<file path="src/rtl/servo_pwm_decoder.sv">
// Servo PWM pulse-width decoder: measures each high pulse on pwm_in and converts it
// to a signed Q10.7 angle, with range checking and loss-of-signal detection.
module servo_pwm_decoder #(
    parameter int unsigned CENTER_CYCLES  = 150_000,
    parameter int unsigned SCALE_MUL      = 40_265,
    parameter int unsigned SCALE_SHIFT    = 18,
    parameter int unsigned MIN_PULSE      = 90_000,
    parameter int unsigned MAX_PULSE      = 210_000,
    parameter int unsigned TIMEOUT_CYCLES = 2_500_000,
    parameter int unsigned ANGLE_LIMIT    = 7_680
) (
    input  logic        clock,
    input  logic        reset,
    input  logic        en,
    input  logic        pwm_in,
    output logic [17:0] angle,
    output logic        angle_valid,
    output logic        pulse_err,
    output logic        signal_lost
);

    localparam logic [1:0] StArm      = 2'd0;
    localparam logic [1:0] StWaitRise = 2'd1;
    localparam logic [1:0] StHigh     = 2'd2;
    localparam logic [1:0] StCalc     = 2'd3;

    localparam logic [21:0]        MIN_W      = 22'(MIN_PULSE);
    localparam logic [21:0]        MAX_W      = 22'(MAX_PULSE);
    localparam logic [21:0]        TIMEOUT_W  = 22'(TIMEOUT_CYCLES);
    localparam logic signed [22:0] CENTER_S   = 23'(CENTER_CYCLES);
    localparam logic signed [39:0] SCALE_S    = 40'(SCALE_MUL);
    localparam logic signed [39:0] ROUND_HALF = 40'(1) << (SCALE_SHIFT - 1);
    localparam logic signed [39:0] LIM_POS    = 40'(ANGLE_LIMIT);
    localparam logic signed [39:0] LIM_NEG    = -LIM_POS;

    // Synchronizer flops are deliberately not reset so a pulse in progress at reset
    // stays visible as high and is discarded by StArm instead of looking like a rise.
    logic s1, s2, s3;
    always_ff @(posedge clock) begin
        s1 <= pwm_in;
        s2 <= s1;
        s3 <= s2;
    end

    logic rise, fall;
    assign rise = s2 & ~s3;
    assign fall = ~s2 & s3;

    logic [1:0]  state_q, state_d;
    logic [21:0] width_cnt_q, width_cnt_d;
    logic [21:0] level_cnt_q, level_cnt_d;
    logic [21:0] width_q, width_d;
    logic        pending_q, pending_d;
    logic        calc_step_q, calc_step_d;
    logic signed [39:0] prod_q, prod_d;
    logic        in_range_q, in_range_d;
    logic [17:0] angle_q, angle_d;
    logic        valid_q, valid_d;
    logic        err_q, err_d;
    logic        lost_q, lost_d;

    function automatic logic [21:0] sat_inc(input logic [21:0] v);
        return (&v) ? v : v + 22'd1;
    endfunction

    logic signed [22:0] diff;
    logic signed [39:0] diff_ext;
    logic signed [39:0] rounded;
    logic signed [39:0] clamped;
    logic               timeout;

    assign diff     = $signed({1'b0, width_q}) - CENTER_S;
    assign diff_ext = {{17{diff[22]}}, diff};
    assign prod_d   = diff_ext * SCALE_S;
    assign in_range_d = (width_q >= MIN_W) && (width_q <= MAX_W);
    assign rounded  = (prod_q + ROUND_HALF) >>> SCALE_SHIFT;
    assign clamped  = (rounded > LIM_POS) ? LIM_POS : ((rounded < LIM_NEG) ? LIM_NEG : rounded);
    assign timeout  = (level_cnt_q >= TIMEOUT_W) && !(rise || fall);

    always_comb begin
        state_d     = state_q;
        width_cnt_d = width_cnt_q;
        width_d     = width_q;
        pending_d   = pending_q;
        calc_step_d = calc_step_q;
        angle_d     = angle_q;
        valid_d     = 1'b0;
        err_d       = 1'b0;
        lost_d      = lost_q;
        level_cnt_d = (rise || fall) ? 22'd0 : sat_inc(level_cnt_q);

        if (!en) begin
            state_d     = StArm;
            pending_d   = 1'b0;
            calc_step_d = 1'b0;
        end else begin
            case (state_q)
                StArm: begin
                    if (!s2) state_d = StWaitRise;
                end
                StWaitRise: begin
                    // The counter starts at 1 so the rise cycle itself is included.
                    if (rise) begin
                        width_cnt_d = 22'd1;
                        state_d     = StHigh;
                    end else if (pending_q) begin
                        pending_d = 1'b0;
                        if (fall) begin
                            width_d     = width_cnt_q;
                            calc_step_d = 1'b0;
                            state_d     = StCalc;
                        end else begin
                            width_cnt_d = sat_inc(width_cnt_q);
                            state_d     = StHigh;
                        end
                    end else if (timeout && !lost_q) begin
                        // Once lost, keep waiting here so the next rise is never missed.
                        lost_d  = 1'b1;
                        state_d = StArm;
                    end
                end
                StHigh: begin
                    if (fall) begin
                        width_d     = width_cnt_q;
                        calc_step_d = 1'b0;
                        state_d     = StCalc;
                    end else if (timeout) begin
                        lost_d  = 1'b1;
                        state_d = StArm;
                    end else begin
                        width_cnt_d = sat_inc(width_cnt_q);
                    end
                end
                default: begin
                    if (rise) begin
                        pending_d   = 1'b1;
                        width_cnt_d = 22'd1;
                    end else if (pending_q) begin
                        if (fall) pending_d = 1'b0;
                        else width_cnt_d = sat_inc(width_cnt_q);
                    end
                    if (!calc_step_q) begin
                        calc_step_d = 1'b1;
                    end else begin
                        calc_step_d = 1'b0;
                        state_d     = StWaitRise;
                        if (in_range_q) begin
                            angle_d = clamped[17:0];
                            valid_d = 1'b1;
                            lost_d  = 1'b0;
                        end else begin
                            err_d = 1'b1;
                        end
                    end
                end
            endcase
        end
    end

    always_ff @(posedge clock) begin
        if (reset) begin
            state_q     <= StArm;
            width_cnt_q <= '0;
            level_cnt_q <= '0;
            width_q     <= '0;
            pending_q   <= 1'b0;
            calc_step_q <= 1'b0;
            prod_q      <= '0;
            in_range_q  <= 1'b0;
            angle_q     <= '0;
            valid_q     <= 1'b0;
            err_q       <= 1'b0;
            lost_q      <= 1'b0;
        end else begin
            state_q     <= state_d;
            width_cnt_q <= width_cnt_d;
            level_cnt_q <= level_cnt_d;
            width_q     <= width_d;
            pending_q   <= pending_d;
            calc_step_q <= calc_step_d;
            prod_q      <= prod_d;
            in_range_q  <= in_range_d;
            angle_q     <= angle_d;
            valid_q     <= valid_d;
            err_q       <= err_d;
            lost_q      <= lost_d;
        end
    end

    assign angle       = angle_q;
    assign angle_valid = valid_q;
    assign pulse_err   = err_q;
    assign signal_lost = lost_q;

endmodule

</file>
<file path="config.mk">
export PLATFORM = sky130hd
export DESIGN_NAME = servo_pwm_decoder
export DESIGN_NICKNAME = d
export VERILOG_FILES = /design/src/rtl/servo_pwm_decoder.sv
export SDC_FILE = /design/constraint.sdc
export NUM_CORES = 1
export LEC_CHECK = 0
export ABC_AREA = 1
export ABC_CLOCK_PERIOD_IN_PS = 8200
export CAP_MARGIN = 25
export CORE_MARGIN = 5
export CORE_UTILIZATION = 55
export CTS_BUF_LIST = sky130_fd_sc_hd__clkbuf_16
export DETAILED_ROUTE_END_ITERATION = 8
export PLACE_DENSITY_LB_ADDON = 0.15
export SLEW_MARGIN = 20
export SYNTH_ARGS = -nofsm -noshare
export SYNTH_HDL_FRONTEND = slang
export SYNTH_SLANG_ARGS = --single-unit
</file>
<file path="constraint.sdc">
create_clock -name clock -period 8.2 [get_ports clock]
set_input_delay 1.23 -clock clock [delete_from_list [all_inputs] [get_ports clock]]
set_output_delay 1.23 -clock clock [all_outputs]
set_load 0.01 [all_outputs]
</file>
**Word level (Yosys, flattened, before mapping)**

Cells that the tools add are included.
Widths: inputs -> output; s select.

- Bits in registers: 135
- Word-level logic and storage cells: 115

- Add/subtract/negate cells: 4
- Multiply operators: 1
- Order comparisons: 5
- Equality and inequality tests: 13
- Mux-type cells: 42
- Bitwise logic cells: 9
- Reductions and logical operators: 26

Operators by type and width:

| kind | number |
|---|---|
| $mux 22 | 9 |
| $pmux 22 s2 | 2 |
| $add 22x1->22 const B | 2 |
| $reduce_and 22->1 | 2 |
| $add 40x19->40 const B | 1 |
| $mul 23x17->40 const B | 1 |
| $mux 18 | 2 |
| $sub 22x18->23 const B | 1 |
| $ge 22x17->1 const B | 1 |
| $ge 22x22->1 const B | 1 |
| $gt 22x14->1 const B | 1 |
| $le 22x18->1 const B | 1 |
| $lt 22x14->1 const B | 1 |
| $mux 1 | 18 |
| $ne 2x2->1 const B | 9 |
| $mux 2 | 7 |
| $reduce_and 4->1 | 3 |
| $reduce_and 9->1 | 1 |
| $reduce_bool 3->1 | 3 |
| $not 1->1 | 7 |
| $pmux 1 s3 | 2 |
| $pmux 2 s3 | 1 |
| $reduce_and 6->1 | 1 |
| $reduce_or 2->1 | 3 |
| other kinds (16) | 20 |

**Depth between registers and ports, before layout**

Gate-level depths: netlist (run 1).

- Word-level depth: 10
- Depth in mapped cells: 33

**Worst setup path before layout (run 1)**

OpenSTA, ideal clock, no wires.

- Path type: register to register
- Start: register width_q[4]
- End: register prod_q[39]
- Setup time: 0.071 ns
- Data arrival time: 5.985 ns
- Data required time: 8.129 ns
- Setup slack: 2.145 ns
- Stages on the path, launching flop included: 30
- Path buffers: 0
- Path through: dfxtp_1 > inv_1 > nor3_2 > nand2_1 > nand2_1 > nand4_1 > nand2_1 > inv_1 > nand3_1 > xor2_1 > inv_1 > ha_1 > inv_1 > fa_1 > inv_1 > fa_1 > fa_1 > fa_1 > inv_1 > fa_1 > inv_1 > ha_1 > nand2_1 > nor2_1 > inv_1 > nor3_1 > nand3_1 > nand3_1 > o21ai_0 > a21oi_1

- Longest elaborated chain between the ends: 2

Ends and longest elaborated chain:

| what | RTL line | source |
|---|---|---|
| start, declared | 52 | `logic [21:0] width_q, width_d;` |
| start signal, assigned | 178 | `width_q <= width_d;` |
| $sub 22x18->23 | 72 | `assign diff = $signed({1'b0, width_q}) - CENTER_S;` |
| $mul 23x17->40 | 74 | `assign prod_d = diff_ext * SCALE_S;` |
| end signal, assigned | 181 | `prod_q <= prod_d;` |
| end, declared | 55 | `logic signed [39:0] prod_q, prod_d;` |

No other way between the ends.
A chain may end at the register's enable or synchronous reset.

**Worst setup path in the final report (run 1)**

- Start: register width_q[4]
- End: register prod_q[37]

Same word-level chain as after synthesis.

==> metrics, run 1 <==
chip width=170 um; Core Footprint=25200 sq um; GRT Overall Usage=0.251; Rows=58; total area of sequential cells=2360 sq um; H-tree depth=4; CP Class=flip-flop to flip-flop; worst skew pair latency=0.42 ns; Fmax=0.143 GHz; Worst setup EP type=flip-flop; DP HPWL=28.9 mm; Hold Crit Start=s1; global-route wire length before repair=59.1 mm; post-synthesis sequential area ratio=0.168; vias in the first global route=11903; fill count=2298; multi-input logic area=10000 sq um; CTS tree=done; fin. max-slew vios=0; most frequent cells in the layout=inv_1 (410), nand2_1 (306), ha_1 (171); Die Area=28900 sq um; share of layout cells above drive strength 1=0.0567; status=finished clean; number of port buffers=24; CTS Root Cell=clkbuf_16; gr ovfl total=0; ant diodes=0; max cap viols=0; setup repair after global routing missed its margin=false; CP arrival=7.33 ns; TritonCTS buffer count=17; syn_area_per_cell=7.47 sq um; Setup Buffers After CTS=0; clk_skew=0.00970 ns; register bit count reported by yosys=118; Fin. Hold Viols=0; Initial Util=0.560; clock sinks=118; synthesis-to-finish area growth=8.38%; largest net degree at the start of global routing=46; clock transition at the registers of the reported paths=0.06 ns; Worst-Margin Slew=1.08 ns; antenna-violating nets left=0; Synth area leader=fa_1; post-synthesis cell type count=56; nets@finish=2217; Mapped Cells=1887; Slew headroom=0.277; Vias/cell=5.29; RePlAce Congestion=0.959; initial antenna violation count=0; drt pass-1 iters=5; DRC=0; syn nets=2195; largest cells by area after synthesis=fa_1 (19%), dfxtp_1 (17%), ha_1 (15%), inv_1 (11%), nand2_1 (8.1%); Reg2Reg Setup Slack=1.23 ns; Total Wirelength=35.3 mm; cell at the slowest stage of the critical path=fa_1; post-DR wirelength/cell=15.7 um; Crit. Startpoint=width_q[4]; Synth Warn #=0; Vias=11913; I/O pin count=25; Hold Buf Count CTS=0; Period Utilization, post-route=0.850; most common cell after layout, fill and taps aside=inv_1; Max Root-Sink Buffers=2; initial DRC count=702; RR Startpoint=width_q[4]; critical path's most frequent cell=inv_1; Die Height=170 um; required time of the worst setup path=8.56 ns; Final TNS setup=0 ns; Yosys top cell area share=0.189; Setup violations, final=0; Hold Crit Class=flip-flop to flip-flop; Min Clock Period, post-route=6.97 ns; critical path startpoint category=flip-flop; worst-path fanout max=10; post_cts resized=0; CP max stage delay=0.55 ns; area of the mapped netlist=14100 sq um
-- layer usage --
layer | vias to the layer above | track usage | routed length (um)
li1 | 6004 | - | -
met1 | 5587 | 0.331 | 16200
met2 | 251 | 0.432 | 17100
met3 | 71 | 0.0281 | 1020
met4 | 0 | 0.0819 | 960
met5 | - | 0 | 0
-- synthesized netlist by cell type, drive strengths merged --
master  instances
a21boi          6
o211ai         11
nor3           25
and2            2
o21bai          7
o31ai           2
ha            171
o221ai          2
xor2           48
o21ai          93
or2             3
a31oi           6
o22ai           1
nand3          80
nor2          175
nand2         320
nor3b           3
inv           417
fa            133
dfxtp         118
a221oi          1
nand4          33
a22oi          14
a21oi         134
nor4           11
o21a            6
clkbuf         24
a21o            5
clkinv          4
buf             8
a211oi          5
xnor2          13
nand3b          6
-- worst max-delay path: cells and delay by family, from the launching register on --
kind | cells | cell delay (ns)
compound gates | 2 | 0.21
fa+ha+maj | 7 | 3.34
flops | 1 | 0.40
simple gates | 12 | 1.91
buf+inv | 7 | 0.74
xor+xnor | 1 | 0.31
-- cell type report --
| type | count | area share |
|---|---|---|
| inverter | 421 | 0.103 |
| timing repair buffer | 35 | 0.0208 |
| sequential | 118 | 0.155 |
| tap | 330 | 0.0270 |
| multi-input combinational | 1316 | 0.655 |
| clock inverter | 15 | 0.0110 |
| clock buffer | 17 | 0.0278 |
-- registers in the layout, summed over array words and instances, names as in the netlist --
register / flops
angle_valid: 1
s1: 1
signal_lost: 1
s2: 1
s3: 1
width_cnt_q: 22
pending_q: 1
in_range_q: 1
pulse_err: 1
prod_q: 23
level_cnt_q: 22
state_q: 2
width_q: 22
calc_step_q: 1
angle: 18
-- cells by family (layout without fill, tap and decap cells) --
logic type	after synthesis	count (layout)	share of synthesized area
buf+inv	453	488	0.122
fa+ha+maj	304	304	0.341
simple gates	658	658	0.210
xor+xnor	61	61	0.0403
compound gates	293	293	0.119
flops	118	118	0.168
-- path summary, 6_finish.rpt --
| kind | to | depth (start not counted) |
|---|---|---|
| setup / recovery | prod_q[37] | 29 |
| hold / removal | s2 | 0 |
| setup reg to reg | prod_q[37] | 29 |
| hold reg to reg | s2 | 0 |
-- metrics by stage --
| step | worst slack, ns | utilization | std cells | instance area [sq um] | hold slack, ns |
|---|---|---|---|---|---|
| after floorplan | 2.14 | - | 1887 | 14100 | 0.310 |
| after global placement | 1.30 | 0.583 | 2220 | 14700 | 0.311 |
| after detailed placement | 1.21 | 0.583 | 2220 | 14700 | 0.316 |
| after CTS | 1.20 | 0.607 | 2252 | 15300 | 0.335 |
| after global routing | 0.652 | 0.607 | 2252 | 15300 | 0.350 |
| final | 1.23 | 0.607 | 2252 | 15300 | 0.335 |
Power of run 1 is not shown: default switching activity piles up to over one toggle a cycle in this logic, so the estimate is an artifact.
==> run 2: changes to the inputs <==
- CTS_CLUSTER_DIAMETER: default -> 150
==> results of run 2 <==
No change in the layout: final DEF, timing and power equal those of run 1.
Power of run 2 is left out for the same reason.
==> run 3: changes to the inputs <==
==> constraint.sdc (replaced) <==
create_clock -name clock -period 8.2 [get_ports clock]
set_input_delay 2.46 -clock clock [delete_from_list [all_inputs] [get_ports clock]]
set_output_delay 2.46 -clock clock [all_outputs]
set_load 0.01 [all_outputs]
==> results of run 3 <==
No change in the layout: final DEF, timing and power equal those of run 1.
Power of run 3 is left out for the same reason.
